===== src/rtl/osu_pkg.sv =====
// osu_pkg: shared state encoding, screen geometry and LFSR helpers
// for the rhythm-game frame sequencer.
package osu_pkg;

    typedef enum logic [3:0] {
        S_IDLE      = 4'd0,
        S_CLEAR     = 4'd1,
        S_BG        = 4'd2,
        S_OSU       = 4'd3,
        S_SCORE     = 4'd4,
        S_SPAWN     = 4'd5,
        S_PLOT      = 4'd6,
        S_WAIT      = 4'd7,
        S_OVER_DRAW = 4'd8,
        S_OVER      = 4'd9
    } state_t;

    localparam int SCR_W  = 320;
    localparam int SCR_H  = 240;
    localparam int SPRITE = 16;
    localparam int COLS   = SCR_W / SPRITE;
    localparam int ROWS   = SCR_H / SPRITE;

    // A, S, D, F set-2 scancodes, indexed by lane id
    localparam logic [7:0] LANE_CODE [4] = '{8'h1C, 8'h1B, 8'h23, 8'h2B};

    // x^16 + x^14 + x^13 + x^11 -> bits 15, 13, 12, 10
    localparam logic [15:0] LFSR_TAPS = 16'hB400;

    function automatic logic [15:0] lfsr_next(input logic [15:0] l);
        return {l[14:0], ^(l & LFSR_TAPS)};
    endfunction

endpackage


===== src/rtl/osu_note_lfsr.sv =====
// osu_note_lfsr: note position generator; steps the LFSR on adv and
// registers an on-screen tile coordinate and lane id from the new value.
module osu_note_lfsr
    import osu_pkg::*;
#(
    parameter logic [15:0] LFSR_SEED = 16'hACE1
) (
    input  logic       clk,
    input  logic       reset,
    input  logic       adv,
    output logic [8:0] locX,
    output logic [7:0] locY,
    output logic [1:0] id2
);

    // An all-zero LFSR would lock up, so a zero seed falls back to 1
    localparam logic [15:0] SEED = (LFSR_SEED == 16'h0000) ? 16'h0001 : LFSR_SEED;

    logic [15:0] lfsr;
    logic [15:0] lfsr_n;
    logic [4:0]  xc;
    logic [3:0]  yc;

    always_comb begin
        lfsr_n = lfsr_next(lfsr);
        xc = lfsr_n[4:0];
        if (xc >= 5'(COLS))
            xc = xc - 5'(COLS);
        yc = lfsr_n[8:5];
        if (yc >= 4'(ROWS))
            yc = 4'(ROWS - 1);
    end

    always_ff @(posedge clk) begin
        if (!reset) begin
            lfsr <= SEED;
            locX <= '0;
            locY <= '0;
            id2  <= '0;
        end else if (adv) begin
            lfsr <= lfsr_n;
            locX <= {xc, 4'b0000};
            locY <= {yc, 4'b0000};
            id2  <= lfsr_n[10:9];
        end
    end

endmodule


===== src/rtl/osu_frame_sequencer.sv =====
// osu_frame_sequencer: drives the drawing datapath through clear/background/
// logo/score and per-note spawn/plot/wait. Optional macro PAUSE_EN adds pause.
module osu_frame_sequencer
    import osu_pkg::*;
#(
    parameter int          PLOT_CYCLES  = 256,
    parameter int          GO_CYCLES    = 513,
    parameter int          NOTE_TIMEOUT = 50_000_000,
    parameter int          WDOG         = 262_143,
    parameter logic [15:0] LFSR_SEED    = 16'hACE1
) (
    input  logic       clk,
    input  logic       reset,
`ifdef PAUSE_EN
    input  logic       pause,
`endif
    input  logic       go,
    input  logic       cleared,
    input  logic       draw,
    input  logic       drewOsu,
    input  logic       drewScore,
    input  logic       done,
    input  logic       gameover,
    output logic       ld_black,
    output logic       ld_BG,
    output logic       ld_osu,
    output logic       ld_score,
    output logic       ld_coord,
    output logic       ld_plot,
    output logic       ld_gameover,
    output logic [8:0] locX,
    output logic [7:0] locY,
    output logic [1:0] id2,
    output logic       busy,
    output logic       err
);

    localparam logic [31:0] PLOT_LAST = 32'(PLOT_CYCLES - 1);
    localparam logic [31:0] GO_LAST   = 32'(GO_CYCLES - 1);
    localparam logic [31:0] TO_LAST   = 32'(NOTE_TIMEOUT - 1);
    localparam logic [31:0] WDOG_LAST = 32'(WDOG - 1);

    state_t      state;
    state_t      state_n;
    logic [31:0] cnt;
    logic        err_n;
    logic        paused;
    logic        wd_hit;

`ifdef PAUSE_EN
    assign paused = pause && (state == S_WAIT);
`else
    assign paused = 1'b0;
`endif

    assign wd_hit = (cnt == WDOG_LAST);

    always_comb begin
        state_n = state;
        err_n   = err;
        unique case (state)
            S_IDLE: if (go) begin
                state_n = S_CLEAR;
                err_n   = 1'b0;
            end
            S_CLEAR: if (cleared) state_n = S_BG;
                     else if (wd_hit) begin state_n = S_IDLE; err_n = 1'b1; end
            S_BG:    if (draw) state_n = S_OSU;
                     else if (wd_hit) begin state_n = S_IDLE; err_n = 1'b1; end
            S_OSU:   if (drewOsu) state_n = S_SCORE;
                     else if (wd_hit) begin state_n = S_IDLE; err_n = 1'b1; end
            S_SCORE: if (drewScore) state_n = S_SPAWN;
                     else if (wd_hit) begin state_n = S_IDLE; err_n = 1'b1; end
            S_SPAWN: state_n = S_PLOT;
            S_PLOT:  if (cnt == PLOT_LAST) state_n = S_WAIT;
            S_WAIT: begin
                if (gameover)
                    state_n = S_OVER_DRAW;
                else if (done && !paused)
                    state_n = S_SCORE;
                else if (!paused && cnt == TO_LAST)
                    state_n = S_SPAWN;
            end
            S_OVER_DRAW: if (cnt == GO_LAST) state_n = S_OVER;
            S_OVER: if (go) state_n = S_CLEAR;
            default: state_n = S_IDLE;
        endcase
    end

    always_ff @(posedge clk) begin
        if (!reset) begin
            state       <= S_IDLE;
            cnt         <= '0;
            err         <= 1'b0;
            busy        <= 1'b0;
            ld_black    <= 1'b0;
            ld_BG       <= 1'b0;
            ld_osu      <= 1'b0;
            ld_score    <= 1'b0;
            ld_coord    <= 1'b0;
            ld_plot     <= 1'b0;
            ld_gameover <= 1'b0;
        end else begin
            state <= state_n;
            err   <= err_n;
            // One counter serves watchdog, plot, timeout and banner timing
            if (state_n != state)
                cnt <= '0;
            else if (!paused && cnt != '1)
                cnt <= cnt + 32'd1;
            busy        <= (state_n != S_IDLE) && (state_n != S_OVER);
            ld_black    <= (state_n == S_CLEAR);
            ld_BG       <= (state_n == S_BG);
            ld_osu      <= (state_n == S_OSU);
            ld_score    <= (state_n == S_SCORE);
            ld_coord    <= (state_n == S_SPAWN);
            ld_plot     <= (state_n == S_PLOT);
            ld_gameover <= (state_n == S_OVER_DRAW);
        end
    end

    osu_note_lfsr #(
        .LFSR_SEED(LFSR_SEED)
    ) u_lfsr (
        .clk  (clk),
        .reset(reset),
        .adv  (state_n == S_SPAWN),
        .locX (locX),
        .locY (locY),
        .id2  (id2)
    );

endmodule


===== config.mk =====
export PLATFORM = sky130hd
export DESIGN_NAME = osu_frame_sequencer
export DESIGN_NICKNAME = d
export VERILOG_FILES = /design/src/rtl/osu_pkg.sv /design/src/rtl/osu_note_lfsr.sv /design/src/rtl/osu_frame_sequencer.sv
export SDC_FILE = /design/constraint.sdc
export NUM_CORES = 1
export LEC_CHECK = 0
export CAP_MARGIN = 15
export CORE_ASPECT_RATIO = 1.75
export CORE_MARGIN = 4
export CORE_UTILIZATION = 55
export CTS_BUF_LIST = sky130_fd_sc_hd__clkbuf_8
export DETAILED_ROUTE_END_ITERATION = 8
export PLACE_DENSITY = 0.81
export SETUP_SLACK_MARGIN = 0.1
export SYNTH_ARGS = -nofsm -noshare
export SYNTH_HDL_FRONTEND = slang
export SYNTH_SLANG_ARGS = --single-unit
export TNS_END_PERCENT = 20

===== constraint.sdc =====
create_clock -name clk -period 5.1 [get_ports clk]
set_clock_uncertainty 0.05 [all_clocks]
set_input_delay 0.51 -clock clk [delete_from_list [all_inputs] [get_ports clk]]
set_output_delay 0.51 -clock clk [all_outputs]
set_load 0.01 [all_outputs]

==> impl_metrics.yaml <==
status:
  outcome: "finished, final reports clean"
sta:
  drv_slew: 0
  setup_slack_ns: 2.06
  fin_crit_sh_pct: 59.5
  fin_tns_setup_ns: 0
  fin_hold_ws_ns: 0.397
  period_minus_slack_ns: 3.04
  finalHoldViolCount: 0
  tightest_slew_ns: 1.01
  rsz0062_at_grt: "no"
  setup-violations-final: 0
  maxSlewHeadroom_pct: 32.3
  max_freq_mhz: 329
die:
  die_height_um: 114
  die_area_um2: 7870
  rows: 38
  die_w_um: 68.8
  core_um2: 6230
  ios: 37
  initial_core_util_pct: 57.1
clock_tree:
  cts-hold-fix-buffers: 0
  cts_buffers: 9
  cts-root-buf: "clkbuf_8"
  clk_path_buf_depth: 2
  cts_tree: "yes"
  cts_setup_buffers: 0
  clk_pin_slew_ns: 0.07
  cts_resized: 0
  htreeDepth: 3
  clkLatencyLatePin_ns: 0.35
  cts.sinks: 70
logic_synthesis:
  yosys_warnings: 0
  postSynthCellCount: 420
  synth_area_um2: 3560
  yosys.area.top_type: "dfxtp_1"
  yosys_register_bits: 70
  async_reset_ff_share_pct: 0
  yosysSeqAreaShare_pct: 39.4
  ys_top_cells_by_area: "dfxtp_1 39%, xor2_1 5.7%, nor2_1 5.5%"
  synth_top_area_share_pct: 39.4
  avgSynthCellArea_um2: 8.47
  synthFlopType: "dfxtp_1"
  synth_cell_type_count: 60
  synth-edff-count: 0
power:
  irDropWorstVdd_uv: 191
  power.density_nw_per_um2: 388
  p_leak_uw: 0.00144
cells_and_area:
  nets: 452
  diodes: 0
  area_delta_synth_final_pct: 13.0
  final_area_um2: 4020
  layout-drive-gt1-share_pct: 6.56
  stdcell_count: 522
setup_path:
  worstPathMaxFanout: 42
  endpoint_kind: "register"
  critPathRequiredTime_ns: 5.27
  crit_type: "reg -> reg"
  crit_arrival_ns: 3.21
  start_kind: "register"
detailed_routing:
  dr.pass1.iters: 4
  routedWlPerCell_um: 14.5
  vias: 2986
  viasPerCell: 5.72
  drc: 0
  wl_um: 7550
  drt-initial-drc-count: 142
  ant_nets: 0
place:
  place_congestion: 0.913
  post_dp_cell_area_um2: 3810
  portBuffers: 28
  place_ws_ns: 2.10
  dp.cells: 507
  place_hpwl_um: 5420
global_route:
  grt_max_degree: 49
  grt_overflow_total: 0
  grt_pass1_wl_um: 12400
  grt_usage_pct: 20.7
  antenna_found_initial: 0
  grt_pass1_vias: 2813
flow_run:
  cap_violations: 0
worst_hold_path:
  holdCritPathClass: "reg -> reg"
[path summary, 6_finish.rpt]
path	startpoint	to	slack, ns	cells after the start
worst min-delay path	u_lfsr.locY[6]$_SDFFE_PN0P_	u_lfsr.locY[6]$_SDFFE_PN0P_	0.40	2
worst min register to register	u_lfsr.locY[6]$_SDFFE_PN0P_	u_lfsr.locY[6]$_SDFFE_PN0P_	0.40	2
worst max register to register	state[1]$_SDFF_PN0_	u_lfsr.lfsr[13]$_SDFFE_PN1P_	2.06	8
worst max-delay path	state[1]$_SDFF_PN0_	u_lfsr.lfsr[13]$_SDFFE_PN1P_	2.06	8
[cells in the final DEF (no fill, tap or decap), types with 12 or more instances in the layout]
cell type	synthesis	final
clkbuf_8	0	12
clkdlybuf4s50_1	0	28
dfxtp_1	70	70
inv_1	13	13
nand2_1	41	41
nand3_1	31	31
nand4_1	12	12
nor2_1	52	52
nor4_1	12	12
o21ai_0	12	12
xnor2_1	15	15
xor2_1	23	23
[synthesized netlist by cell type, types with 4 or more instances]
library cell   n
nand2_1       41
nor4_1        12
and3_1         9
nor2b_1        4
o21ai_1        4
nand2b_1       5
mux2i_1        9
nand4_1       12
a21oi_1        7
xnor2_1       15
dfxtp_1       70
nor3_1         5
ha_1           5
inv_1         13
xor2_1        23
clkbuf_1      10
nor2_1        52
buf_2          8
o21ai_0       12
and2_1         4
nand3_1       31
buf_4         11
[cell families after synthesis]
group	after synthesis	synth area share [%]
simple gates	197	28.2
flops	70	39.4
compound gates	56	12.4
buf+inv	44	6.29
xor+xnor	38	9.35
mux	9	2.53
fa+ha+maj	5	1.76
other cells	1	0.105
[layer usage]
layer	global-route usage [%]	routed length [um]	part of all wire, %
met3	6.29	270	3.6
met2	36.1	4120	55
met4	11.5	323	4.3
met1	21.0	2830	38
met5	0	0	0
[stage by stage]
stage | utilization, % | power (uW)
floorplan | - | 998
global placement | 61.2 | 1100
detailed placement | 61.2 | 1120
CTS | 64.5 | 1570
global route | 64.5 | 1650
finish | 64.5 | 1560
[registers in the layout, summed over array words and instances, names as in the netlist, 4 cells and up]
signal	cells
u_lfsr.locX	4
cnt	32
state	4
u_lfsr.lfsr	16
u_lfsr.locY	4
[critical path, stage by stage (launching register included)]
cell      delay (ns)
dfxtp_1         0.76
nor2b_1         0.30
a221oi_1        0.14
nor4_1          0.53
o21ai_2         0.16
a211oi_4        0.24
buf_4           0.39
mux2i_1         0.24
nand2_1         0.07
[final cells by class]
type	count	area, um^2
Fill cell	525	2210
Multi-Input combinational cell	313	1960
Sequential cell	70	1400
Timing Repair Buffer	31	303
Clock buffer	12	165
Tap cell	80	100
Inverter	13	48.8
Clock inverter	3	42.5
[report_power, final]
part / switching (uW) / internal [uW] / total, uW
Clock: 197 / 262 / 460
Sequential: 62.3 / 609 / 671
Combinational: 242 / 187 / 429
Note: power is estimated with default switching activity, not from simulation.
